### config.mk
export PLATFORM = sky130hd
export DESIGN_NAME = mem_wb_stage
export DESIGN_NICKNAME = d
export VERILOG_FILES = /design/src/rtl/mem_wb_stage.sv
export SDC_FILE = /design/constraint.sdc
export NUM_CORES = 1
export LEC_CHECK = 0
export CAP_MARGIN = 40
export CORE_UTILIZATION = 30
export CTS_CLUSTER_SIZE = 28
export DETAILED_ROUTE_END_ITERATION = 7
export PLACE_DENSITY_LB_ADDON = 0.12
export SETUP_SLACK_MARGIN = 0.2
export SYNTH_ARGS = -nofsm -noshare
export SYNTH_HDL_FRONTEND = slang
export SYNTH_SLANG_ARGS = --single-unit
### constraint.sdc
create_clock -name clk -period 4.8 [get_ports clk]
set_input_delay 1.44 -clock clk [delete_from_list [all_inputs] [get_ports clk]]
set_output_delay 1.44 -clock clk [all_outputs]
set_load 0.05 [all_outputs]
### src/rtl/mem_wb_stage.sv
// mem_wb_stage: MEM/WB pipeline register, load-data extraction and writeback
// select. Drives the register-file write port and the EX forwarding path, and
// counts retired instructions. The RF writes on negedge, so a write issued
// here lands in the same cycle the instruction occupies WB.
module mem_wb_stage #(
  parameter int CNT_W      = 32,
  parameter bit BIG_ENDIAN = 1'b0
) (
  input  logic             clk,
  input  logic             rst_n,
  input  logic             stall,
  input  logic             flush,
  input  logic             mem_valid,
  input  logic             mem_rfwr,
  input  logic [4:0]       mem_rd,
  input  logic [1:0]       mem_wdsel,
  input  logic [2:0]       mem_ldop,
  input  logic [31:0]      mem_alu,
  input  logic [31:0]      mem_rdata,
  input  logic [31:0]      mem_pc4,
  output logic             wb_rfwr,
  output logic [4:0]       wb_a3,
  output logic [31:0]      wb_wd,
  output logic             wb_fwd_en,
  output logic             wb_misalign,
  output logic [CNT_W-1:0] retire_cnt
);

  localparam logic [1:0] WDSEL_ALU  = 2'b00;
  localparam logic [1:0] WDSEL_LOAD = 2'b01;
  localparam logic [1:0] WDSEL_PC4  = 2'b10;

  localparam logic [2:0] LD_LB  = 3'b001;
  localparam logic [2:0] LD_LBU = 3'b010;
  localparam logic [2:0] LD_LH  = 3'b011;
  localparam logic [2:0] LD_LHU = 3'b100;

  // Pipeline register contents
  logic             valid_reg;
  logic             fresh_reg;
  logic             rfwr_reg;
  logic [4:0]       rd_reg;
  logic [1:0]       wdsel_reg;
  logic [2:0]       ldop_reg;
  logic [31:0]      alu_reg;
  logic [31:0]      rdata_reg;
  logic [31:0]      pc4_reg;
  logic [CNT_W-1:0] cnt_reg;
  logic [CNT_W-1:0] cnt_next;

  // Decoded load information
  logic [1:0]       off;
  logic [3:0][7:0]  byte_lane;
  logic [1:0][15:0] half_lane;
  logic [7:0]       sel_byte;
  logic [15:0]      sel_half;
  logic [31:0]      load_data;
  logic             is_half;
  logic             is_word;
  logic             misalign;
  logic             retire;

  // MEM/WB capture: flush beats stall; a held instruction is no longer fresh
  always_ff @(posedge clk or negedge rst_n) begin
    if (!rst_n) begin
      valid_reg <= 1'b0;
      fresh_reg <= 1'b0;
      rfwr_reg  <= 1'b0;
      rd_reg    <= 5'd0;
      wdsel_reg <= 2'b00;
      ldop_reg  <= 3'b000;
      alu_reg   <= 32'd0;
      rdata_reg <= 32'd0;
      pc4_reg   <= 32'd0;
    end else if (flush) begin
      valid_reg <= 1'b0;
      fresh_reg <= 1'b0;
    end else if (stall) begin
      fresh_reg <= 1'b0;
    end else begin
      valid_reg <= mem_valid;
      fresh_reg <= mem_valid;
      rfwr_reg  <= mem_rfwr;
      rd_reg    <= mem_rd;
      wdsel_reg <= mem_wdsel;
      ldop_reg  <= mem_ldop;
      alu_reg   <= mem_alu;
      rdata_reg <= mem_rdata;
      pc4_reg   <= mem_pc4;
    end
  end

  // An instruction retires on the edge that ends its first WB cycle, even if
  // that edge also flushes, because it is leaving WB rather than entering.
  assign retire   = valid_reg & fresh_reg;
  assign cnt_next = cnt_reg + CNT_W'(1);

  // Retired-instruction counter, wraps naturally at 2^CNT_W
  always_ff @(posedge clk or negedge rst_n) begin
    if (!rst_n) begin
      cnt_reg <= '0;
    end else if (retire) begin
      cnt_reg <= cnt_next;
    end
  end

  assign off = alu_reg[1:0];

  // Byte lane n is the byte at address offset n within the word
  genvar gi;
  generate
    for (gi = 0; gi < 4; gi++) begin : g_byte
      if (BIG_ENDIAN) begin : g_be
        assign byte_lane[gi] = rdata_reg[31-8*gi -: 8];
      end else begin : g_le
        assign byte_lane[gi] = rdata_reg[8*gi +: 8];
      end
    end
    for (gi = 0; gi < 2; gi++) begin : g_half
      if (BIG_ENDIAN) begin : g_be
        assign half_lane[gi] = {byte_lane[2*gi], byte_lane[2*gi+1]};
      end else begin : g_le
        assign half_lane[gi] = {byte_lane[2*gi+1], byte_lane[2*gi]};
      end
    end
  endgenerate

  // Load-data extraction with sign/zero extension; unknown ops behave as lw
  always_comb begin
    sel_byte  = byte_lane[off];
    sel_half  = half_lane[off[1]];
    load_data = rdata_reg;
    case (ldop_reg)
      LD_LB:   load_data = {{24{sel_byte[7]}}, sel_byte};
      LD_LBU:  load_data = {24'd0, sel_byte};
      LD_LH:   load_data = {{16{sel_half[15]}}, sel_half};
      LD_LHU:  load_data = {16'd0, sel_half};
      default: load_data = rdata_reg;
    endcase
  end

  // Alignment check: words need off==0, halfwords need an even offset
  always_comb begin
    is_half  = (ldop_reg == LD_LH) || (ldop_reg == LD_LHU);
    is_word  = !is_half && (ldop_reg != LD_LB) && (ldop_reg != LD_LBU);
    misalign = valid_reg && (wdsel_reg == WDSEL_LOAD) &&
               ((is_word && (off != 2'b00)) || (is_half && off[0]));
  end

  // Writeback data select straight from the registered fields
  always_comb begin
    case (wdsel_reg)
      WDSEL_ALU:  wb_wd = alu_reg;
      WDSEL_LOAD: wb_wd = load_data;
      WDSEL_PC4:  wb_wd = pc4_reg;
      default:    wb_wd = 32'd0;
    endcase
  end

  // Forwarding only needs a real GPR result; the RF write additionally needs
  // the first WB cycle and an aligned access so it happens exactly once.
  assign wb_fwd_en   = valid_reg & rfwr_reg & (rd_reg != 5'd0);
  assign wb_rfwr     = wb_fwd_en & fresh_reg & ~misalign;
  assign wb_a3       = rd_reg;
  assign wb_misalign = misalign;
  assign retire_cnt  = cnt_reg;

endmodule

==> flow_metrics.env <==
export IMPL_hold_viol_final=0
export IMPL_cp_arrival_ns=2.84
export IMPL_synth_cells=568
export IMPL_clk_latency_ns=0.42
export IMPL_period_needed_ns=4.28
export IMPL_core_um2=22600
export IMPL_fin_crit_sh=0.893
export IMPL_place_ws_ns=0.662
export IMPL_grt_pass1_wl_um=31300
export IMPL_slew_viol_final=0
export IMPL_drv_cap=0
export IMPL_drt_total_wl_um=19500
export IMPL_io_pins=184
export IMPL_grt_overflow_total=0
export IMPL_startpoint_type="flip-flop"
export IMPL_power_leakage_nw=4.08
export IMPL_timing_reg2reg_setup_slack_ns=3.13
export IMPL_cts_tree="built"
export IMPL_drt_iter0_markers=212
export IMPL_syn_cell_area_um2=6900
export IMPL_power_mw=4.16
export IMPL_tightestPinTransition_ns=0.861
export IMPL_async_flop_share=1.00
export IMPL_status="complete, no violations"
export IMPL_ir_worst_vdd_v=0.000224
export IMPL_final_common_cell="clkdlybuf4s50_1"
export IMPL_final_area_um2=9800
export IMPL_grt_max_degree=111
export IMPL_grt_usage=0.174
export IMPL_rows=55
export IMPL_crit_type="flip-flop to output pin"
export IMPL_ys_seq_area_frac=0.512
export IMPL_cts_reportedPaths_clkPinSlew_ns=0.06
export IMPL_fill_cells=2115
export IMPL_grt_pass1_vias=5631
export IMPL_final_cell_mix="clkdlybuf4s50_1, dfrtp_1, mux2_2, mux2i_1, o22ai_1"
export IMPL_final_nets=853
export IMPL_crit_required_ns=3.36
export IMPL_start_util=0.306
export IMPL_synth_edf_count=0
export IMPL_synthFlopType="dfrtp_1"
export IMPL_crit_fanout=17
export IMPL_dieArea_um2=23600
export IMPL_routedWlPerCell_um=18.8
export IMPL_area_delta_synth_final_pct=42.1
export IMPL_cellPowerDensity_nw_per_um2=425
export IMPL_vias=5184
export IMPL_syn_num_nets=681
export IMPL_portBuffers=183
export IMPL_first_pass_iters=4
export IMPL_cts_max_level=4
export IMPL_chipHeight_um=154
export IMPL_clkSinkCount=141
export IMPL_max_freq_ghz=0.233
export IMPL_setup_slack_ns=0.516
export IMPL_grt_setup_unrepaired="false"
export IMPL_relSlewSlack=0.426
export IMPL_gp_congestion=0.820
export IMPL_cts_path_max_buffers=2
export IMPL_ys_ff_latch=141
export IMPL_ant_nets=0
export IMPL_root_buffer="clkbuf_16"
export IMPL_holdCritPathClass="flip-flop to flip-flop"
export IMPL_drive_gt1_frac=0.258
export IMPL_hpwl_um=14000
export IMPL_finClkSkew_ns=0.00889
export IMPL_ys_types=51
export IMPL_via_per_inst=4.99
export IMPL_dieWidth_um=154
export IMPL_numCtsBuffers=17
export IMPL_finalSetupViolCount=0
export IMPL_syn_area_per_cell_um2=12.1
export IMPL_ys_warn_count=0
export IMPL_drc=0
export IMPL_dpl_instance_area_um2=9200
export IMPL_fin_tns_setup_ns=0
export IMPL_end_kind="output pin"
export IMPL_antenna_found_initial=3
==> synthesized netlist by cell type (all sizes together), types with 11 or more instances <==
master	n	area, um2
dfrtp	141	3530
mux2	109	1230
mux2i	42	420
buf	29	156
o22ai	28	175
nor2	26	97.6
xnor2	23	201
nand2	16	60.1
o21ai	15	78.8
a21oi	12	60.1
clkbuf	11	41.3
==> worst paths after layout <==
check | cells past startpoint | start | end
max in group asynchronous | 2 | rst_n | retire_cnt[1]
worst max-delay path | 5 | ldop_reg[0] | wb_wd[6]
worst min register to register | 1 | retire_cnt[31] | retire_cnt[31]
worst max register to register | 4 | valid_reg | retire_cnt[7]
worst min-delay path | 1 | retire_cnt[31] | retire_cnt[31]
min in group asynchronous | 1 | rst_n | retire_cnt[16]
==> cells by family after synthesis <==
kind of cell | Yosys count | share of synthesized area
AOI/OAI and AO/OA | 81 | 0.0791
xor gates and xnor gates | 33 | 0.0419
adders and majority gates | 1 | 0.00181
buffers and inverters | 47 | 0.0325
DFF | 141 | 0.512
muxes | 152 | 0.242
and+or+nand+nor | 113 | 0.0909
==> where the power goes <==
| part | internal [mW] | switching [mW] | leakage (nW) | total (mW) |
|---|---|---|---|---|
| sequential | 1.33 | 0.138 | 1.73 | 1.47 |
| combinational | 0.619 | 0.716 | 2.07 | 1.33 |
| clock | 0.820 | 0.539 | 0.280 | 1.36 |
| total | 2.77 | 1.39 | 4.08 | 4.16 |
==> layer usage <==
metal / up-vias / global-route usage / part of all wire
met4: 4 / 0.0557 / 0.012
met2: 131 / 0.293 / 0.50
li1: 2428 / - / -
met1: 2602 / 0.212 / 0.42
met3: 19 / 0.0507 / 0.059
met5: - / 0 / 0.0014
==> stage by stage <==
stage / std cells / hold WS [ns] / util
global placement: 1005 / 0.456 / 0.407
CTS: 1038 / 0.474 / 0.434
global route: 1039 / 0.477 / 0.434
finish: 1039 / 0.471 / 0.434
floorplan: 568 / 0.473 / -
detailed placement: 1006 / 0.465 / 0.408
==> final cells by class <==
cell class,instances,area (um2),area share
multi-input cells,380,3160,0.322
repair buffers,193,2130,0.217
diodes,1,2.50,0.000255
inverters,7,26.3,0.00268
flip-flops and latches,141,3530,0.360
clock inverters,13,165,0.0168
clock buffers,19,433,0.0442
well taps,285,357,0.0364
==> repair_timing <==
item,4_1_cts,5_1_grt
hold buffers,0,0
setup endpoints to repair,1,0
buffers inserted,0,0
gates resized for setup,1,0
==> worst max-delay path, stage by stage, from the launching register on <==
cell	delay, ns
dfrtp_1	0.67
xnor2_1	0.20
nor4b_1	0.32
a211oi_1	0.09
o21ai_0	0.27
clkdlybuf4s50_1	0.86
No activity file was read; power rests on OpenSTA's default activity.
